[src/rtl/spike_count_classifier.sv]
// spike_count_classifier
//   Decision stage behind a spiking network. Counts each output neuron's
//   spikes over a programmable window of enabled cycles, then walks the
//   counts one neuron per cycle to find the arg-max. The result is held
//   until the readout logic accepts it.
//
// Ports
//   i_clk            system clock (rising edge)
//   i_reset          asynchronous active-high reset; clears all state
//   i_enable         spikes are sampled only while high
//   i_start          begins a window; honoured only in IDLE
//   i_window_len     enabled cycles to observe (0 behaves as 1)
//   i_spikes         one spike bit per output neuron
//   o_busy           high whenever not IDLE
//   o_counts         neuron i at [i*CNT_BITS +: CNT_BITS]
//   o_winner         index of the highest count (lowest index on a tie)
//   o_tie            another neuron equals the maximum
//   o_result_valid   counts / winner / tie are final
//   i_result_ready   consumer accepts the result
module spike_count_classifier #(
  parameter int N        = 2,
  parameter int CNT_BITS = 8,
  parameter int WIN_BITS = 8,
  parameter int IDX_W    = (N > 1) ? $clog2(N) : 1
) (
  input  logic                  i_clk,
  input  logic                  i_reset,
  input  logic                  i_enable,
  input  logic                  i_start,
  input  logic [WIN_BITS-1:0]   i_window_len,
  input  logic [N-1:0]          i_spikes,
  output logic                  o_busy,
  output logic [N*CNT_BITS-1:0] o_counts,
  output logic [IDX_W-1:0]      o_winner,
  output logic                  o_tie,
  output logic                  o_result_valid,
  input  logic                  i_result_ready
);

  typedef enum logic [1:0] {S_IDLE, S_COUNT, S_COMPARE, S_DONE} state_t;

  state_t                r_state;
  state_t                w_next;
  logic [WIN_BITS-1:0]   r_remaining;
  logic [CNT_BITS-1:0]   r_counts [N];
  logic [CNT_BITS-1:0]   r_best;
  logic [IDX_W-1:0]      r_idx;
  logic [IDX_W-1:0]      r_winner;
  logic                  r_tie;
  logic                  w_last_idx;
  logic                  w_last_sample;
  logic [CNT_BITS-1:0]   w_cur;

  // Saturating increment: a full counter stays full instead of wrapping.
  function automatic logic [CNT_BITS-1:0] sat_inc(input logic [CNT_BITS-1:0] cnt,
                                                  input logic                spike);
    if (spike && (cnt != {CNT_BITS{1'b1}}))
      return cnt + CNT_BITS'(1);
    return cnt;
  endfunction

  assign w_last_idx    = (r_idx == IDX_W'(N - 1));
  assign w_last_sample = i_enable && (r_remaining == WIN_BITS'(1));
  assign w_cur         = r_counts[r_idx];

  // State register
  always_ff @(posedge i_clk or posedge i_reset) begin
    if (i_reset) r_state <= S_IDLE;
    else         r_state <= w_next;
  end

  // Next-state logic
  always_comb begin
    w_next = r_state;
    case (r_state)
      S_IDLE:    if (i_start)        w_next = S_COUNT;
      S_COUNT:   if (w_last_sample)  w_next = S_COMPARE;
      S_COMPARE: if (w_last_idx)     w_next = S_DONE;
      S_DONE:    if (i_result_ready) w_next = S_IDLE;
      default:                       w_next = S_IDLE;
    endcase
  end

  // Output logic
  always_comb begin
    o_busy         = (r_state != S_IDLE);
    o_result_valid = (r_state == S_DONE);
  end

  // Counters, window length and the sequential arg-max scan
  always_ff @(posedge i_clk or posedge i_reset) begin
    if (i_reset) begin
      for (int i = 0; i < N; i++) r_counts[i] <= '0;
      r_remaining <= '0;
      r_best      <= '0;
      r_idx       <= '0;
      r_winner    <= '0;
      r_tie       <= 1'b0;
    end else begin
      case (r_state)
        S_IDLE: begin
          if (i_start) begin
            for (int i = 0; i < N; i++) r_counts[i] <= '0;
            r_remaining <= (i_window_len == '0) ? WIN_BITS'(1) : i_window_len;
            r_idx       <= '0;
          end
        end
        S_COUNT: begin
          if (i_enable) begin
            for (int i = 0; i < N; i++) r_counts[i] <= sat_inc(r_counts[i], i_spikes[i]);
            r_remaining <= r_remaining - WIN_BITS'(1);
          end
        end
        S_COMPARE: begin
          if (r_idx == '0) begin
            r_best   <= w_cur;
            r_winner <= '0;
            r_tie    <= 1'b0;
          end else if (w_cur > r_best) begin
            r_best   <= w_cur;
            r_winner <= r_idx;
            r_tie    <= 1'b0;
          end else if (w_cur == r_best) begin
            // Keep the earlier (lower) index as winner, just flag the tie.
            r_tie    <= 1'b1;
          end
          if (!w_last_idx) r_idx <= r_idx + IDX_W'(1);
        end
        default: ;
      endcase
    end
  end

  for (genvar g = 0; g < N; g++) begin : g_counts
    assign o_counts[g*CNT_BITS +: CNT_BITS] = r_counts[g];
  end

  assign o_winner = r_winner;
  assign o_tie    = r_tie;

endmodule

[config.mk]
export PLATFORM = sky130hd
export DESIGN_NAME = spike_count_classifier
export DESIGN_NICKNAME = d
export VERILOG_FILES = /design/src/rtl/spike_count_classifier.sv
export SDC_FILE = /design/constraint.sdc
export NUM_CORES = 1
export LEC_CHECK = 0
export CORE_UTILIZATION = 35
export CTS_BUF_LIST = sky130_fd_sc_hd__clkbuf_8
export DETAILED_ROUTE_END_ITERATION = 6
export DONT_BUFFER_PORTS = 1
export HOLD_SLACK_MARGIN = 0.08
export PLACE_DENSITY = 0.58
export SYNTH_ARGS = -nofsm -noshare
export SYNTH_HDL_FRONTEND = slang
export SYNTH_SLANG_ARGS = --single-unit
[constraint.sdc]
create_clock -name i_clk -period 3.5 [get_ports i_clk]
set_input_delay 0.525 -clock i_clk [delete_from_list [all_inputs] [get_ports i_clk]]
set_output_delay 0.525 -clock i_clk [all_outputs]
set_load 0.005 [all_outputs]
* After elaboration in Yosys (flattened, before gate mapping)
Cells that the tools add are included.
** Storage, ports and cells
- Register bits after elaboration :: 37
- Bits of input ports :: 15
- Output and inout bits :: 20
- Logic and storage cells :: 81
** Cells by class
- Add/subtract/negate cells :: 4
- Order comparisons :: 2
- Eq/ne operators :: 16
- Multiplexer cells :: 35
- Bitwise logic cells :: 1
- Reduce and logical (&&, ||, !) cells :: 15
** Operators with widths (count)
- $mux 8 :: 12
- $mux 16 :: 2
- $pmux 16 s2 :: 1
- $add 8x1->8 const B :: 2
- $ne 8x8->1 const B :: 2
- $pmux 8 s2 :: 1
- $mux 1 :: 13
- $ne 2x2->1 const B :: 6
- $reduce_and 4->1 :: 3
- $eq 8x1->1 const B :: 1
- $eq 8x8->1 :: 1
- $gt 8x8->1 :: 1
- $logic_not 8->1 :: 1
- $mux 2 :: 4
- $pmux 2 s4 :: 1
- $sub 8x1->8 const B :: 1
- $reduce_and 2->1 :: 3
- $reduce_bool 2->1 :: 3
- $eq 2x2->1 const B :: 2
- $ne 2x1->1 const B :: 2
- $logic_and 1x1->1 :: 3
- $ne 3x1->1 const B :: 1
- $reduce_and 3->1 :: 1
- $eq 2x1->1 const B :: 1
- other kinds (5) :: 5

* Logic depth before layout (Yosys ltp)
Gate-level depths: netlist (run 1).
- Word-level depth :: 8
- Gate-level depth with buffers :: 9
- Mapped depth without buffers :: 8

* Least setup slack after synthesis (run 1)
Ideal clock, no wire load.
- Path kind :: register to register
- Start :: register r_idx
- End :: register r_best[1]
- Library setup time :: 125 ps
- Data arrival time :: 2370 ps
- Data required time :: 3375 ps
- Path slack :: 1006 ps
- Cell stages (with the launch flop) :: 9
- Path buffers :: 1
- Period minus slack after synthesis :: 2494 ps
- Cells stage by stage :: dfrtp_1 > clkbuf_1 > mux2_2 > ha_1 > a211o_1 > o211ai_2 > a31o_2 > o21ai_4 > mux2_2
** Between the ends
- Cells in the longest elaborated chain, start to end :: 7
- Elaborated cells on any way between the ends :: 9
- Those cells by class :: order compare: 1; eq/ne: 1; mux: 5; bitwise: 1; reduce/logical: 1
** Ends and longest elaborated chain
- from (decl) :: line 47 : logic [IDX_W-1:0] r_idx;
- from (signal assigned) :: line 127 : if (!w_last_idx) r_idx <= r_idx + IDX_W'(1);
- $not 1->2 (implied by the code) :: line 64 : assign w_cur = r_counts[r_idx];
- $mux 8 (implied by the code) (3 in a row) :: line 64
- via w_cur[5] :: line 52 : logic [CNT_BITS-1:0] w_cur;
- $gt 8x8->1 :: line 119 : end else if (w_cur > r_best) begin
- $ne 2x1->1 (no source line)
- $reduce_and 2->1 (no source line)
- to (signal assigned) :: line 116 : r_best <= w_cur;
- to (signal assigned) :: line 120 : r_best <= w_cur;
- to (decl) :: line 46 : logic [CNT_BITS-1:0] r_best;
The timed path passes the listed nets, and every way through them passes these cells. The select of a mux whose other input is x is not followed.
A chain may end at the register's enable or synchronous reset.

* Final worst setup path (run 1)
- Start :: register r_idx
- End :: register r_best[2]
The elaborated chain is that of the path after synthesis.

==> flow_metrics.env, run 1 <==
export IMPL_status="finished clean"
export IMPL_vias=1748
export IMPL_route_met3_wl_um=334
export IMPL_grt_pass1_wl_um=8480
export IMPL_synth_simple_gate_area_frac=0.183
export IMPL_wl_met2_um=2330
export IMPL_startpoint_type="flop"
export IMPL_die_x_um=83.1
export IMPL_r2r_start="r_idx$_DFFE_PP0P_"
export IMPL_syn_to_final_growth_pct=6.36
export IMPL_io_buffers=0
export IMPL_p_leak_nw=1.04
export IMPL_synth_xor_area_frac=0.0152
export IMPL_cts_root_buf="clkbuf_8"
export IMPL_grt_overflow=0
export IMPL_place_hpwl_um=3720
export IMPL_p_clk_frac=0.163
export IMPL_synth_commonest_cells="dfrtp_1, o21ai_0, inv_1"
export IMPL_io_pins=35
export IMPL_clockBufferDepth=2
export IMPL_max_freq_mhz=384
export IMPL_pre_cts_slack_ns=0.921
export IMPL_coreArea_um2=6350
export IMPL_grt_usage=0.157
export IMPL_ys_flop_type="dfrtp_1"
export IMPL_postCtsResizedCells=0
export IMPL_synthCells=238
export IMPL_grt_pass1_vias=1714
export IMPL_fin_util=0.386
export IMPL_fin_ws_ns=0.897
export IMPL_design_area_um2=2450
export IMPL_via_per_inst=5.50
export IMPL_antenna_found_initial=0
export IMPL_async_flop_share=1.00
export IMPL_syn_nets=269
export IMPL_grt_max_degree=38
export IMPL_end_kind="flop"
export IMPL_cts_tree="yes"
export IMPL_switchingPower_mw=0.716
export IMPL_sw_frac_of_total=0.413
export IMPL_p_int_mw=1.02
export IMPL_setup_tns_ns=0
export IMPL_synth_compound_area_share=0.165
export IMPL_nNetsFinal=271
export IMPL_cpMaxStageDelayCell="dfrtp_1"
export IMPL_yosysWarnings=0
export IMPL_synth_edff_count=0
export IMPL_p_per_area_nw_per_um2=709
export IMPL_cp_data_arrival_time_ns=2.78
export IMPL_postCtsSetupBuffers=0
export IMPL_drive_gt1_frac=0.149
export IMPL_synth_top_area_frac=0.402
export IMPL_clock_sinks=37
export IMPL_post_route_drc_count=0
export IMPL_synth_top_family_by_area="simple AND/OR/NAND/NOR gates"
export IMPL_initial_core_util=0.363
export IMPL_drt_wirelength_per_cell_um=15.9
export IMPL_rsz0062_at_grt="no"
export IMPL_synth_area_per_cell_um2=9.68
export IMPL_synth_mux_area_frac=0.0961
export IMPL_dpl_instance_area_um2=2370
export IMPL_max_stage_delay_ns=0.58
export IMPL_maxCapViolations=0
export IMPL_cts_max_level=2
export IMPL_critPathBufInv=0
export IMPL_combPwrFrac=0.450
export IMPL_tightest_slew_ns=0.540
export IMPL_clk_latency_ns=0.29
export IMPL_period_share=0.744
export IMPL_detail_route_antenna_nets=0
export IMPL_max_vdd_ir_drop_mv=0.268
export IMPL_period_needed_ns=2.60
export IMPL_ff2ff_path_depth=7
export IMPL_top_layer="met4"
export IMPL_cts_buffers=5
export IMPL_synth_most_common_cell="dfrtp_1"
export IMPL_critPathRequiredTime_ns=3.67
export IMPL_wirelength_met1_um=2340
export IMPL_critical_path_top_delay_family="multiplexers"
export IMPL_drt_iter0_drc=70
export IMPL_slew_headroom=0.640
export IMPL_setup_violations=0
export IMPL_ctsHoldBuffers=0
export IMPL_synth_top_cell_by_area="dfrtp_1"
export IMPL_routed_wl_um=5070
export IMPL_place_congestion=0.784
export IMPL_finalPower_mw=1.74
export IMPL_syn_area_um2=2300
export IMPL_diodes=0
export IMPL_drt_pass1_iter_count=4
export IMPL_p_seq_frac=0.387
export IMPL_synth_top_cells_by_area="dfrtp_1, ha_1, mux2_2, o21ai_0, inv_1"
export IMPL_finClkSkew_ns=0.00430
export IMPL_crit_fanout=11
export IMPL_ys_types=45
export IMPL_critPathMostFrequentCell="mux2_2"
export IMPL_ys_seq_area_frac=0.402
export IMPL_worstHoldPathType="in2async"
export IMPL_whs_ns=0.243
export IMPL_fin_cells=318
export IMPL_crit_chain="mux2_2 > ha_1 > nand4_1 > o21ai_0 > a31o_2 > o21ai_4 > mux2_2"
export IMPL_worst_r2r_endpoint="r_best[2]$_DFFE_PP0P_"
export IMPL_hold_viol=0
export IMPL_clkTransAtPathRegs_ns=0.07
export IMPL_dpl_cell_count=310
export IMPL_final_max_slew_viol_count=0
export IMPL_synth_seq_cells=37
export IMPL_synth_fa_ha_area_frac=0.0869
export IMPL_die_area_um2=6910
export IMPL_fp_row_count=29
export IMPL_dieHeight_um=83.1
export IMPL_worstSetupPathType="reg2reg"
export IMPL_r2r_slack_ns=0.90
[worst max path at each step]
stage                      startpoint               endpoint  slack (ns)  cells after the start
floorplan           r_idx$_DFFE_PP0P_  r_best[1]$_DFFE_PP0P_        1.01                      8
global placement    r_idx$_DFFE_PP0P_  r_best[6]$_DFFE_PP0P_        0.99                      7
detailed placement  r_idx$_DFFE_PP0P_  r_best[2]$_DFFE_PP0P_        0.92                      7
CTS                 r_idx$_DFFE_PP0P_  r_best[2]$_DFFE_PP0P_        0.91                      7
global route        r_idx$_DFFE_PP0P_  r_best[5]$_DFFE_PP0P_        0.78                      7
finish              r_idx$_DFFE_PP0P_  r_best[2]$_DFFE_PP0P_        0.90                      7
[state kept, by name, indices dropped and copies added, names as in the netlist]
signal	count
r_remaining	8
r_state	2
o_counts	16
o_tie	1
o_winner	1
r_idx	1
r_best	8
[cell type report]
class,instances,area (um^2)
Clock inverter,3,11.3
Fill cell,611,3900
Tap cell,77,96.3
Multi-Input combinational cell,174,1260
Sequential cell,37,926
Inverter,20,75.1
Clock buffer,5,68.8
Timing Repair Buffer,2,15.0
[power by group through the flow]
stage               Sequential, mW  Clock, mW  Combinational, mW
finish                       0.672      0.283              0.781
global route                 0.691      0.309              0.893
CTS                          0.672      0.293              0.791
detailed placement           0.678          0              0.789
global placement             0.677          0              0.776
floorplan                    0.626          0              0.690
[kinds of logic after synthesis]
group | Yosys count
simple gates | 79
compound gates | 56
flops | 37
buf+inv | 27
mux | 19
fa+ha+maj | 16
xor+xnor | 4
[routing by layer]
metal | global-route usage | vias to the layer above
li1 | - | 856
met2 | 0.241 | 49
met4 | 0.0549 | 0
met1 | 0.211 | 838
met5 | 0 | -
met3 | 0.0427 | 5
[cells in the final DEF (no fill, tap or decap), types with 2 or more instances in the layout]
| cell type | count |
|---|---|
| nor4_1 | 3 |
| o211ai_1 | 2 |
| o21ai_0 | 22 |
| mux2_4 | 3 |
| or3_1 | 3 |
| nor3_2 | 3 |
| buf_4 | 2 |
| nand2_1 | 16 |
| xnor2_1 | 4 |
| and3_1 | 2 |
| nor3_1 | 4 |
| a2bb2oi_1 | 2 |
| clkbuf_8 | 5 |
| inv_1 | 23 |
| nand2b_1 | 4 |
| a21oi_1 | 13 |
| ha_1 | 16 |
| dfrtp_1 | 37 |
| mux2_2 | 13 |
| nand3_1 | 14 |
| o2111ai_2 | 2 |
| o22ai_1 | 3 |
| nor2_1 | 15 |
| nor2b_1 | 4 |
| nand4_1 | 5 |
| mux2i_1 | 3 |
Power figures use the tool's default switching activity.
==> inputs of run 2 (changes only) <==
==> constraint.sdc (replaced) <==
create_clock -name i_clk -period 2.4 [get_ports i_clk]
set_input_delay 0.36 -clock i_clk [delete_from_list [all_inputs] [get_ports i_clk]]
set_output_delay 0.36 -clock i_clk [all_outputs]
set_load 0.005 [all_outputs]
==> run 2 against run 1 <==
- utilization rose by 5.6 points
- sequential power up 42%
- sequential share of layout area down 4.8 points
- largest power group unchanged
- clock skew is 0.0016 ns higher
- combinational power up 100%
- final area is 15% higher
- via count rose by 7.0%
- critical path type unchanged
- non-clock buffer count up 28
- power up 71%
- first-iteration DRC count increased by 23%
- largest cell class unchanged
- routed wire length up 14%
- cell count up 8.5%
- critical endpoint is now r_best[5]$_DFFE_PP0P_
==> flow_metrics.env, run 2 (same netlist as run 1, synthesis figures left out) <==
export IMPL_diodes=0
export IMPL_tightest_slew_ns=0.534
export IMPL_met3_usage=0.0417
export IMPL_cts_tree="yes"
export IMPL_clock_sinks=37
export IMPL_period_needed_ns=2.38
export IMPL_die_area_um2=6910
export IMPL_use_met1=0.217
export IMPL_routed_wl_um=5780
export IMPL_largest_reg_flops=16
export IMPL_slew_headroom=0.644
export IMPL_maxCapViolations=0
export IMPL_coreArea_um2=6350
export IMPL_cp_data_arrival_time_ns=2.55
export IMPL_via_per_inst=5.42
export IMPL_period_share=0.990
export IMPL_clockBufferDepth=2
export IMPL_worstSetupPathType="reg2reg"
export IMPL_drt_wirelength_per_cell_um=16.7
export IMPL_detail_route_antenna_nets=0
export IMPL_crit_chain="buf_6 > mux2_2 > ha_1 > nand4_1 > a31o_2 > o21ai_4 > buf_12 > mux2_4"
export IMPL_io_buffers=0
export IMPL_dpl_instance_area_um2=2530
export IMPL_io_pins=35
export IMPL_rsz0062_at_grt="yes"
export IMPL_place_congestion=0.829
export IMPL_design_area_um2=2810
export IMPL_cts_max_level=2
export IMPL_ctsHoldBuffers=0
export IMPL_fp_row_count=29
export IMPL_nNetsFinal=299
export IMPL_hold_viol=0
export IMPL_max_vdd_ir_drop_mv=0.579
export IMPL_initial_core_util=0.363
export IMPL_startpoint_type="flop"
export IMPL_max_stage_delay_ns=0.42
export IMPL_drt_iter0_drc=86
export IMPL_worstHoldPathType="in2async"
export IMPL_critPathRequiredTime_ns=2.57
export IMPL_p_leak_nw=1.21
export IMPL_status="finished clean"
export IMPL_layout_common_cells="dfrtp_1, buf_4, inv_1, o21ai_0, nand2_1"
export IMPL_cpMaxStageDelayCell="dfrtp_2"
export IMPL_setup_violations=0
export IMPL_die_x_um=83.1
export IMPL_grt_pass1_wl_um=9320
export IMPL_finClkSkew_ns=0.00591
export IMPL_end_kind="flop"
export IMPL_max_freq_mhz=421
export IMPL_final_common_cell="dfrtp_1"
export IMPL_p_per_area_nw_per_um2=1060
export IMPL_antenna_found_initial=0
export IMPL_syn_to_final_growth_pct=21.8
export IMPL_crit_fanout=6
export IMPL_busiest_layer="met2"
export IMPL_dieHeight_um=83.1
export IMPL_post_route_drc_count=0
export IMPL_drt_pass1_iter_count=4
export IMPL_final_max_slew_viol_count=0
export IMPL_grt_max_degree=38
export IMPL_grt_overflow=0
export IMPL_place_hpwl_um=4030
export IMPL_vias=1870
export IMPL_clkTransAtPathRegs_ns=0.07
export IMPL_gr_usage_met2=0.286
export IMPL_grt_pass1_vias=1855
export IMPL_cts_root_buf="clkbuf_8"
export IMPL_fin_util=0.442
export IMPL_drive_gt1_frac=0.276
export IMPL_clk_latency_ns=0.28
export IMPL_cts_buffers=5
export IMPL_grt_usage=0.171
-- run 2: changes by cell type in the layout (fill, tap and decap cells not counted), sizes merged --
| cell | before | now |
|---|---|---|
| clkbuf | 5 | 6 |
| inv | 23 | 21 |
| buf | 2 | 30 |
-- run 2: per-layer routing --
| metal | up-vias | wire length, um | part of all wire |
|---|---|---|---|
| met5 | - | 0 | 0 |
| met4 | 0 | 104 | 0.018 |
| met3 | 9 | 279 | 0.048 |
| met2 | 39 | 2870 | 0.50 |
| met1 | 908 | 2520 | 0.44 |
| li1 | 914 | - | - |
-- run 2: metrics by stage --
stage               hold slack, ns  std cells  setup WS (ns)  total power [mW]  TNS [ns]
floorplan                    0.481        238         0.0427              1.92         0
global placement             0.407        331        -0.0397              2.21    -0.233
detailed placement           0.406        331         -0.111              2.24    -0.732
CTS                         0.0917        342        0.00350              2.81         0
global route                 0.122        345        -0.0673              3.20    -0.423
finish                      0.0709        345         0.0232              2.97         0
-- run 2: repair_timing --
item                                    in CTS  in global routing
setup buffers                                4                  3
pin swaps                                    1                  9
endpoints found under the setup margin       8                  8
cloned                                       0                  0
resized for setup                            7                 17
-- run 2: worst max-delay path: cells and delay by family (launching register included) --
family,cells,cell delay (ns)
multiplexers,2,0.64
AO/OA/AOI/OAI,2,0.49
flip-flops,1,0.42
adder cells (fa/ha/maj),1,0.28
buffers and inverters,2,0.27
AND/OR/NAND/NOR,1,0.18
-- run 2: worst paths after layout --
check | startpoint | endpoint | slack (ns) | cells past startpoint
worst max-delay path | r_idx$_DFFE_PP0P_ | r_best[5]$_DFFE_PP0P_ | 0.02 | 8
worst min register to register | r_best[2]$_DFFE_PP0P_ | r_best[2]$_DFFE_PP0P_ | 0.51 | 1
worst max register to register | r_idx$_DFFE_PP0P_ | r_best[5]$_DFFE_PP0P_ | 0.02 | 8
min in group i_clk | i_window_len[1] | r_remaining[1]$_DFFE_PP0P_ | 0.24 | 2
max in group asynchronous | i_reset | r_idx$_DFFE_PP0P_ | 1.95 | 2
worst min-delay path | i_reset | o_counts[6]$_DFFE_PP0P_ | 0.07 | 2
-- run 2: final cells by class --
| cell class | count | area [um^2] |
|---|---|---|
| fill | 596 | 3540 |
| multi-input combinational | 174 | 1360 |
| sequential | 37 | 927 |
| timing repair buffer | 30 | 265 |
| tap | 77 | 96.3 |
| clock buffer | 6 | 82.6 |
| inverter | 20 | 75.1 |
| clock inverter | 1 | 3.75 |
-- run 2: power breakdown --
group | switching, mW | internal, mW
combinational | 0.777 | 0.795
sequential | 0.173 | 0.781
clock | 0.214 | 0.224
==> inputs of run 3 (changes only) <==
--- a/config.mk
+++ b/config.mk
@@ -10,7 +10,7 @@
 export DETAILED_ROUTE_END_ITERATION = 6
 export DONT_BUFFER_PORTS = 1
 export HOLD_SLACK_MARGIN = 0.08
-export PLACE_DENSITY = 0.58
+export PLACE_DENSITY_LB_ADDON = 0.1
 export SYNTH_ARGS = -nofsm -noshare
 export SYNTH_HDL_FRONTEND = slang
 export SYNTH_SLANG_ARGS = --single-unit
==> constraint.sdc (replaced) <==
create_clock -name i_clk -period 2.75 [get_ports i_clk]
set_input_delay 0.4125 -clock i_clk [delete_from_list [all_inputs] [get_ports i_clk]]
set_output_delay 0.4125 -clock i_clk [all_outputs]
set_load 0.005 [all_outputs]
==> run 3 against run 2 <==
- register-to-register slack better by 0.14 ns
- clock power shrank 1%
- first-iteration DRC count is 22% lower
- via count is 5.1% lower
- power is 22% lower
- clock skew about the same
- critical path depth shrank 1
- non-clock buffer count decreased by 24
- final area fell by 11%
- count of clock-buffer cells in the layout rose by 1
==> flow_metrics.env, run 3 (same netlist as run 1, synthesis figures left out) <==
export IMPL_drt_wirelength_per_cell_um=16.8
export IMPL_drt_pass1_iter_count=4
export IMPL_fp_row_count=29
export IMPL_slew_headroom=0.612
export IMPL_via_per_inst=5.51
export IMPL_crit_chain="mux2_2 > ha_1 > nand4_1 > o21ai_0 > a31o_2 > o21ai_4 > mux2_2"
export IMPL_critPathMostFrequentCell="mux2_2"
export IMPL_p_per_area_nw_per_um2=920
export IMPL_cp_data_arrival_time_ns=2.77
export IMPL_pre_cts_slack_ns=0.184
export IMPL_coreArea_um2=6350
export IMPL_critPathRequiredTime_ns=2.93
export IMPL_finClkSkew_ns=0.00586
export IMPL_r2r_slack_ns=0.16
export IMPL_dieHeight_um=83.1
export IMPL_worstHoldPathType="in2async"
export IMPL_nNetsFinal=275
export IMPL_rsz0062_at_grt="no"
export IMPL_p_leak_nw=1.07
export IMPL_die_x_um=83.1
export IMPL_cts_buffers=5
export IMPL_routed_wl_um=5400
export IMPL_maxCapViolations=0
export IMPL_cts_max_level=2
export IMPL_design_area_um2=2500
export IMPL_grt_usage=0.171
export IMPL_final_common_cell="dfrtp_1"
export IMPL_io_buffers=0
export IMPL_grt_max_degree=38
export IMPL_largest_reg_flops=16
export IMPL_cts_root_buf="clkbuf_8"
export IMPL_fin_ws_ns=0.160
export IMPL_tightest_slew_ns=0.582
export IMPL_clock_sinks=37
export IMPL_period_needed_ns=2.59
export IMPL_grt_overflow=0
export IMPL_postCtsSetupBuffers=0
export IMPL_period_share=0.942
export IMPL_ff2ff_path_depth=7
export IMPL_worstSetupPathType="reg2reg"
export IMPL_clkTransAtPathRegs_ns=0.08
export IMPL_end_kind="flop"
export IMPL_status="finished clean"
export IMPL_vias=1775
export IMPL_ctsHoldBuffers=0
export IMPL_max_vdd_ir_drop_mv=0.304
export IMPL_setup_tns_ns=0
export IMPL_post_route_drc_count=0
export IMPL_cts_tree="yes"
export IMPL_initial_core_util=0.363
export IMPL_grt_pass1_wl_um=9350
export IMPL_place_hpwl_um=4080
export IMPL_cpMaxStageDelayCell="dfrtp_1"
export IMPL_io_pins=35
export IMPL_crit_fanout=11
export IMPL_diodes=0
export IMPL_detail_route_antenna_nets=0
export IMPL_r2r_start="r_idx$_DFFE_PP0P_"
export IMPL_antenna_found_initial=0
export IMPL_place_congestion=0.757
export IMPL_dpl_instance_area_um2=2400
export IMPL_clk_latency_ns=0.29
export IMPL_grt_pass1_vias=1815
export IMPL_worst_r2r_endpoint="r_best[1]$_DFFE_PP0P_"
export IMPL_drive_gt1_frac=0.176
export IMPL_clockBufferDepth=2
export IMPL_max_stage_delay_ns=0.58
export IMPL_setup_violations=0
export IMPL_fillers=654
export IMPL_layout_common_cells="dfrtp_1, o21ai_0, inv_1, nand2_1, ha_1"
export IMPL_max_freq_mhz=386
export IMPL_final_max_slew_viol_count=0
export IMPL_drt_iter0_drc=67
export IMPL_hold_viol=0
export IMPL_syn_to_final_growth_pct=8.58
export IMPL_die_area_um2=6910
export IMPL_startpoint_type="flop"
export IMPL_postCtsResizedCells=0
==> run 3: power breakdown <==
group	internal (mW)	total, mW	switching, mW	leakage, nW
Sequential	0.680	0.838	0.159	0.482
Combinational	0.462	1.03	0.570	0.531
Clock	0.227	0.432	0.205	0.0542
==> run 3: worst max-delay path by stage <==
stage	from	end	cells after the start	slack [ns]
3_5_place_dp	r_idx$_DFFE_PP0P_	r_best[1]$_DFFE_PP0P_	7	0.18
5_1_grt	r_idx$_DFFE_PP0P_	r_best[7]$_DFFE_PP0P_	7	0.00005
2_1_floorplan	r_idx$_DFFE_PP0P_	r_best[1]$_DFFE_PP0P_	8	0.26
3_3_place_gp	r_idx$_DFFE_PP0P_	r_best[1]$_DFFE_PP0P_	7	0.22
4_1_cts	r_idx$_DFFE_PP0P_	r_best[1]$_DFFE_PP0P_	7	0.15
6_report	r_idx$_DFFE_PP0P_	r_best[1]$_DFFE_PP0P_	7	0.16
==> run 3: area by class of cell <==
cell class	instances	area [um^2]	area share
Sequential cell	37	926	0.370
Clock inverter	1	5.00	0.00200
Clock buffer	7	96.3	0.0385
Inverter	20	75.1	0.0300
Timing Repair Buffer	6	45.0	0.0180
Tap cell	77	96.3	0.0385
Multi-Input combinational cell	174	1260	0.503
==> run 3: per-stage QoR <==
stage                     hold slack (ns)  utilization  cells  power (mW)
after floorplan                     0.481            -    238        1.68
after global placement              0.463        0.378    314        1.88
after detailed placement            0.463        0.378    314        1.89
after CTS                           0.142        0.394    322        2.33
after global routing                0.165        0.394    322        2.50
final                               0.124        0.394    322        2.30
==> run 3: per-layer routing <==
| layer | share of wire | GRT usage | up-vias | routed length, um |
|---|---|---|---|---|
| met2 | 0.49 | 0.288 | 31 | 2660 |
| met1 | 0.45 | 0.214 | 869 | 2420 |
| met4 | 0.015 | 0.0596 | 0 | 82 |
| met3 | 0.044 | 0.0417 | 8 | 235 |
| met5 | 0 | 0 | - | 0 |
| li1 | - | - | 867 | - |
==> run 3: worst max-delay path: cells and delay by family, from the launching register on <==
| kind | cells | cell delay, ns |
|---|---|---|
| AOI/OAI and AO/OA | 3 | 0.66 |
| adders and majority gates | 1 | 0.31 |
| DFF | 1 | 0.58 |
| muxes | 2 | 0.78 |
| and+or+nand+nor | 1 | 0.14 |
